`config.mk`:
```
export PLATFORM = sky130hd
export DESIGN_NAME = morse_sequence_keyer
export DESIGN_NICKNAME = d
export VERILOG_FILES = /design/src/rtl/morse_sequence_keyer.sv
export SDC_FILE = /design/constraint.sdc
export NUM_CORES = 1
export LEC_CHECK = 0
export CORE_MARGIN = 2
export CORE_UTILIZATION = 58
export DETAILED_ROUTE_END_ITERATION = 10
export PLACE_DENSITY = 0.83
export SLEW_MARGIN = 10
export SYNTH_ARGS = -nofsm -noshare
export SYNTH_HDL_FRONTEND = slang
export SYNTH_SLANG_ARGS = --single-unit
```
`constraint.sdc`:
```
create_clock -name clk -period 3.5 [get_ports clk]
set_input_delay 0.525 -clock clk [delete_from_list [all_inputs] [get_ports clk]]
set_output_delay 0.525 -clock clk [all_outputs]
set_load 0.005 [all_outputs]
```
`src/rtl/morse_sequence_keyer.sv`:
```
// morse_sequence_keyer
//   Plays one encoded Morse sequence as a timed key signal. Elements are
//   sent slot0 first using standard unit timing (dot = 1 unit,
//   dash = 3 units, inter-element gap = 1 unit). The trailing letter gap
//   (3 units) or word gap (7 units) follows the last element.
//
// Ports
//   clk        system clock, rising edge
//   rst_n      asynchronous active-low reset
//   clear      synchronous abort back to IDLE (wins over accept)
//   enc_seq    five 2-bit slots, [9:8] sent first; 00 dot, 01 dash, 1x empty
//   word_end   1 = word gap follows, 0 = letter gap follows
//   seq_valid  enc_seq/word_end valid
//   seq_ready  block can accept a sequence
//   key        registered key output, 1 = mark
//   busy       sequence in progress (first element cycle through done cycle)
//   done       one-cycle pulse on the last trailing-gap cycle
module morse_sequence_keyer #(
  parameter int UNIT_CYCLES = 4,
  parameter int CNT_W       = $clog2(7 * UNIT_CYCLES + 1)
) (
  input  logic       clk,
  input  logic       rst_n,
  input  logic       clear,
  input  logic [9:0] enc_seq,
  input  logic       word_end,
  input  logic       seq_valid,
  output logic       seq_ready,
  output logic       key,
  output logic       busy,
  output logic       done
);

  // Terminal counts: each timed state runs while the counter goes 0..LAST.
  localparam logic [CNT_W-1:0] DOT_LAST  = CNT_W'(UNIT_CYCLES - 1);
  localparam logic [CNT_W-1:0] DASH_LAST = CNT_W'(3 * UNIT_CYCLES - 1);
  localparam logic [CNT_W-1:0] WORD_LAST = CNT_W'(7 * UNIT_CYCLES - 1);

  typedef enum logic [1:0] {
    ST_IDLE  = 2'd0,
    ST_MARK  = 2'd1,
    ST_GAP   = 2'd2,
    ST_TRAIL = 2'd3
  } state_t;

  state_t           state_reg, state_next;
  logic [CNT_W-1:0] cnt_reg, cnt_next;
  logic [2:0]       idx_reg, idx_next;
  logic [9:0]       seq_reg, seq_next;
  logic             word_reg, word_next;
  logic             key_reg, key_next;
  logic             busy_reg, busy_next;
  logic             done_reg, done_next;

  // Slot lookup table padded to 8 entries so that the index past the last
  // slot (5) reads as empty and naturally terminates the letter.
  logic [1:0] slot_arr [0:7];
  for (genvar gi = 0; gi < 8; gi++) begin : g_slot
    if (gi < 5) begin : g_real
      assign slot_arr[gi] = seq_reg[9 - 2*gi -: 2];
    end else begin : g_pad
      assign slot_arr[gi] = 2'b11;
    end
  end

  logic [1:0]       cur_slot;
  logic [1:0]       nxt_slot;
  logic [CNT_W-1:0] mark_last;
  logic [CNT_W-1:0] trail_last_next;

  assign cur_slot  = slot_arr[idx_reg];
  assign nxt_slot  = slot_arr[idx_reg + 3'd1];
  assign mark_last = cur_slot[0] ? DASH_LAST : DOT_LAST;
  // Trail length is judged against the word flag being loaded, so the done
  // flag can be registered together with the state it belongs to.
  assign trail_last_next = word_next ? WORD_LAST : DASH_LAST;

  assign seq_ready = (state_reg == ST_IDLE) & ~clear;

  always_comb begin
    state_next = state_reg;
    cnt_next   = cnt_reg + CNT_W'(1);
    idx_next   = idx_reg;
    seq_next   = seq_reg;
    word_next  = word_reg;

    if (clear) begin
      state_next = ST_IDLE;
      cnt_next   = '0;
      idx_next   = '0;
      seq_next   = '0;
      word_next  = 1'b0;
    end else begin
      case (state_reg)
        ST_IDLE: begin
          cnt_next = '0;
          idx_next = '0;
          if (seq_valid) begin
            seq_next   = enc_seq;
            word_next  = word_end;
            state_next = enc_seq[9] ? ST_TRAIL : ST_MARK;
          end
        end
        ST_MARK: begin
          if (cnt_reg == mark_last) begin
            cnt_next   = '0;
            state_next = nxt_slot[1] ? ST_TRAIL : ST_GAP;
          end
        end
        ST_GAP: begin
          if (cnt_reg == DOT_LAST) begin
            cnt_next   = '0;
            idx_next   = idx_reg + 3'd1;
            state_next = ST_MARK;
          end
        end
        default: begin // ST_TRAIL
          if (cnt_reg == (word_reg ? WORD_LAST : DASH_LAST)) begin
            cnt_next   = '0;
            idx_next   = '0;
            state_next = ST_IDLE;
          end
        end
      endcase
    end

    key_next  = (state_next == ST_MARK);
    busy_next = (state_next != ST_IDLE);
    done_next = (state_next == ST_TRAIL) && (cnt_next == trail_last_next);
  end

  always_ff @(posedge clk or negedge rst_n) begin
    if (!rst_n) begin
      state_reg <= ST_IDLE;
      cnt_reg   <= '0;
      idx_reg   <= '0;
      seq_reg   <= '0;
      word_reg  <= 1'b0;
      key_reg   <= 1'b0;
      busy_reg  <= 1'b0;
      done_reg  <= 1'b0;
    end else begin
      state_reg <= state_next;
      cnt_reg   <= cnt_next;
      idx_reg   <= idx_next;
      seq_reg   <= seq_next;
      word_reg  <= word_next;
      key_reg   <= key_next;
      busy_reg  <= busy_next;
      done_reg  <= done_next;
    end
  end

  assign key  = key_reg;
  assign busy = busy_reg;
  assign done = done_reg;

endmodule

```
After elaboration in Yosys (flattened, before gate mapping)
Cells that the tools add are included.
{"block": "totals", "reg_bits": 24, "out_inout_bits": 4, "elab_cells": 66, "in_bits": 15}
{"block": "op_classes", "n_lt_le_gt_ge": 2, "reduce_logical": 8, "n_eq_ne": 10, "addsub": 2, "bitwise_logic": 4, "n_mux": 32}
{"op": "$mux 10", "n": 3}
{"op": "$mux 5", "n": 6}
{"op": "$mux 2", "n": 8}
{"op": "$pmux 5 s3", "n": 1}
{"op": "$bmux 2 s3", "n": 2}
{"op": "$eq 5x5->1", "n": 2}
{"op": "$mux 3", "n": 3}
{"op": "$pmux 3 s3", "n": 1}
{"op": "$ge 4x4->1 const B", "n": 2}
{"op": "$not 3->4", "n": 2}
{"op": "$mux 1", "n": 6}
{"op": "$pmux 2 s3", "n": 1}
{"op": "$reduce_bool 2->1", "n": 3}
{"op": "$add 5x1->5 const B", "n": 1}
{"op": "$eq 5x2->1 const B", "n": 1}
{"op": "$eq 5x4->1", "n": 1}
{"op": "$eq 2x1->1 const B", "n": 2}
{"op": "$eq 2x2->1 const B", "n": 2}
{"op": "$mux 4", "n": 1}
{"op": "$reduce_bool 4->1", "n": 1}
{"op": "$add 3x1->3 const B", "n": 1}
{"op": "$ne 3x3->1 const B", "n": 1}
{"op": "$reduce_and 3->1", "n": 1}
{"op": "$logic_not 2->1", "n": 1}
{"op": "5 further kinds", "n": 5}

Depth between registers and ports, before layout
{"block": "depth", "word_depth": 11, "mapped_depth": 7, "mapped_depth_nobuf": 6}

Worst setup path before layout
OpenSTA, ideal clock, no wires.
{"block": "synth_timing", "path_type": "reg-to-reg", "start": "register cnt_reg[0]", "end": "register busy_reg (netlist: busy)", "synth_period_minus_slack_ns": 2.035, "setup_slack_ns": 1.465, "required_ns": 3.358, "n_path_buf": 1, "setup_time_ns": 0.142, "arrival_time_ns": 1.893, "stages_incl_launch_ff": 8, "cell_sequence": "dfrtp_1 -> ha_1 -> buf_4 -> or3b_4 -> a2111oi_4 -> o21ai_2 -> o32ai_4 -> a21oi_1"}
{"block": "synth_between", "elab_chain_len": 5, "elab_cells_between_ends": 9, "classes_between": "eq/ne (3); mux (5); reduce/logical (1)"}
{"item": "start: declaration", "line_no": "47", "source": "logic [CNT_W-1:0] cnt_reg, cnt_next;"}
{"item": "start signal: assignment", "line_no": "144", "source": "cnt_reg <= cnt_next;"}
{"item": "$eq 5x5->1 (tied with other cells)", "line_no": "118", "source": "if (cnt_reg == (word_reg ? WORD_LAST : DASH_LAST)) begin"}
{"item": "$mux 2 (on tied branches)", "line_no": "118, 105, 111"}
{"item": "$pmux 2 s3 (*)", "line_no": "94", "source": "case (state_reg)"}
{"item": "$mux 2 (*)", "line_no": "87", "source": "if (clear) begin"}
{"item": "$reduce_bool 2->1 (*)", "line_no": "128", "source": "busy_next = (state_next != ST_IDLE);"}
{"item": "named net busy_next", "line_no": "52", "source": "logic busy_reg, busy_next;"}
{"item": "end signal: assignment", "line_no": "149", "source": "busy_reg <= busy_next;"}
{"item": "end: declaration", "line_no": "52"}
The timed path passes the listed nets; every way through them passes the cells marked *.
A chain may end at the register's enable or synchronous reset.

Final worst setup path
{"block": "layout_timing", "start": "input port clear", "end": "output port seq_ready"}
{"block": "layout_between", "elab_chain_len": 2}
{"item": "start: declaration", "line_no": "24", "source": "input logic clear,"}
{"item": "$not 1->1", "line_no": "78", "source": "assign seq_ready = (state_reg == ST_IDLE) & ~clear;"}
{"item": "$and 1x1->1", "line_no": "78"}
{"item": "end: declaration", "line_no": "28", "source": "output logic seq_ready,"}
Every way passes these cells.

==> impl_results.md <==
- Starting Density: 61.74%
- Avg WL per Cell: 16.75 um
- Most used flip-flop cell after synthesis: dfrtp_1
- Register area share after synthesis: between 40% and 50%
- Reg2Reg Setup Slack: 1.16 ns
- RR Endpoint: done
- CP required: 2.97 ns
- Number of synthesized register bits: 24
- CP arrival: between 2 and 2.5 ns
- R2R depth: 6
- PwrDens: 329.5 mW/mm2
- Reg clk slew, reported paths: 0.13 ns
- Pin count of the biggest net entering global routing: 25
- First-pass GRT wire length: 5050 um
- Outcome: completed
- Post CTS Setup Buffer Count: 0
- Pre-CTS setup slack: ~0.94 ns
- RSZ-0062 raised after global routing: no
- Peak VDD IR: 0.2461 mV
- Final Cell Area: 0.001573 mm2
- Ant diodes: 0
- Final wirelength: 3183 um
- Worst Skew: about 0.0054 ns
- Dominant cell type by area after synthesis: dfrtp_1
- Fmax: 0.3900 GHz
- Total chip power: 0.0005183 W
- Leak pwr: 0.6393 nW
- # H-tree levels: 1
- Ys async rst share: 100.0%
- Post-Syn Area: between 0.001 and 0.0015 mm2
- Synth warnings: 0
- Setup tns final: 0 ns
- R2R Path Start: cnt_reg[0]
- Vias per cell: a little over 6
- Layout area overhead: 14.07%
- Area contributors post-synth: dfrtp_1 44%, nand2_1 6.8%, a21oi_1 4.7%, o21ai_0 3.3%, mux2_2 3.3%
- Min-delay worst type: in2async
- Antenna Nets Post-Route: 0
- Synth top area share: between 40% and 50%
- Max Cap Viol: 0
- Crit-path max FO: 15
- DR iter-0 viols: 27
- Fin worst setup slack: 0.9356 ns
- # port buffers: 18
- CP endpoint kind: output port
- CTS tree: built
- Setup violations, final: 0
- CTS max path bufs: 2
- Post-cts resize count: 0
- Post-synth EDFFs: 0
- FILL cells: 193
- Slew @ Worst Pin: 0.7144 ns
- # hold bufs at CTS: 0
- DRC: 0
- Routed vias: 1169
- Ratio of cells with drive above 1 in the final layout: 10.49%
- Crit share post-route: 73.27%
- GPL Wtd Cong: 0.7862
- Cells after synthesis: between 100 and 150
- Most numerous cell in the Yosys netlist: nand2_1
- Syn Nets: approximately 170
- Max FFs per register: 10
- Final count of pins violating max slew: 0
- Total gr overflow: 0
- Number of global-route vias before repair: ~1100
- Clock Sinks: 24
- Dpl cell area: roughly 0.0016 mm2
- DIE AREA: 0.002783 mm2
- 1st-pass router iterations: 4
- Max_slew headroom: 51.70%
- Worst setup path category: in2out
- Core area: 0.002233 mm2
- Library cells used by synthesis: 38
- Die width: 52.76 um
- Final-report hold violation count: 0
- Nets@finish: 181
- Total Routing Usage GR: 25.03%
- Root Driver: clkbuf_4
- Core Rows: 17
- Syn avg cell area: 9.254 um2
- CTS buffer count: 3
- Worst-Skew Late Latency: 0.31 ns
- I/O pins: 19
- Final min period: 2.564 ns
- CP startpoint kind: input port
- Most frequent cells after synthesis: 25 x nand2_1, 24 x dfrtp_1, 13 x a21oi_1
- DP HPWL: roughly 2300 um
- Initial antenna violation count: 0
- Chip height: 52.76 um
[power by group]
| group | leakage, nW | total [W] | internal (W) | switching, W |
|---|---|---|---|---|
| Combinational | 0.300 | 0.0000922 | 0.0000432 | 0.0000490 |
| Sequential | 0.325 | 0.000305 | 0.000292 | 0.0000138 |
| Clock | 0.0138 | 0.000121 | 0.0000403 | 0.0000804 |
| Total | 0.639 | 0.000518 | 0.000375 | 0.000143 |
[cell type report]
cell class | instances | area, um2 | share of cell area, %
clock buffer | 3 | 22.52 | 1.432
inverter | 6 | 22.52 | 1.432
multi-input combinational | 110 | 709.4 | 45.11
tap | 28 | 35.03 | 2.228
timing repair buffer | 19 | 182.7 | 11.61
sequential | 24 | 600.6 | 38.19
[cells in the final DEF (no fill, tap or decap), types with 2 or more instances in the layout]
cell type / synthesis / routed
ha_1: 2 / 2
a21oi_1: 13 / 13
or3_1: 4 / 4
nand2b_1: 2 / 2
inv_1: 6 / 6
nand3_1: 6 / 6
dfrtp_1: 24 / 24
mux2_2: 4 / 4
nand4_1: 2 / 2
a21boi_0: 2 / 2
nor3b_1: 5 / 5
clkdlybuf4s50_1: 0 / 17
nand2_1: 25 / 25
nor4b_1: 2 / 2
a31oi_1: 2 / 2
o21ai_0: 9 / 9
xor2_1: 4 / 4
clkbuf_4: 0 / 3
mux2i_1: 2 / 2
nor3_1: 3 / 3
nor2_1: 8 / 8
[kinds of logic after synthesis]
group	count (synthesis)	synth area share, %
compound gates	34	18.06
xor+xnor	5	3.176
fa+ha+maj	2	1.815
mux	6	4.719
flops	24	43.56
simple gates	63	23.68
buf+inv	15	4.990
[worst max-delay path by stage]
| stage | start | end | slack [ns] |
|---|---|---|---|
| 6_report | clear | seq_ready | 0.94 |
| 5_1_grt | clear | seq_ready | 0.83 |
| 4_1_cts | clear | seq_ready | 0.95 |
| 3_5_place_dp | clear | seq_ready | 0.94 |
| 3_3_place_gp | clear | seq_ready | 0.98 |
| 2_1_floorplan | cnt_reg[0] | busy | 1.46 |
[routing by layer]
| metal | vias up | share of wire [%] | track usage [%] |
|---|---|---|---|
| met5 | - | 0 | 0 |
| met2 | 47 | 51 | 41.88 |
| met3 | 10 | 7.2 | 4.571 |
| met1 | 562 | 40 | 31.39 |
| li1 | 550 | - | - |
| met4 | 0 | 1.8 | 10.68 |
[worst max-delay path: stages]
cell and delay [ns]:
clkdlybuf4s50_1 0.70, nor3_1 0.29, clkdlybuf4s50_1 0.53
[through the flow]
| step | utilization (%) | cells | hold slack, ns |
|---|---|---|---|
| 2_1_floorplan | - | 149 | 0.2294 |
| 3_3_place_gp | 69.64 | 187 | 0.4766 |
| 3_5_place_dp | 69.64 | 187 | 0.4901 |
| 4_1_cts | 70.64 | 190 | 0.5076 |
| 5_1_grt | 70.42 | 190 | 0.2162 |
| 6_report | 70.42 | 190 | 0.1717 |
Note: power is estimated with default switching activity, not from simulation.
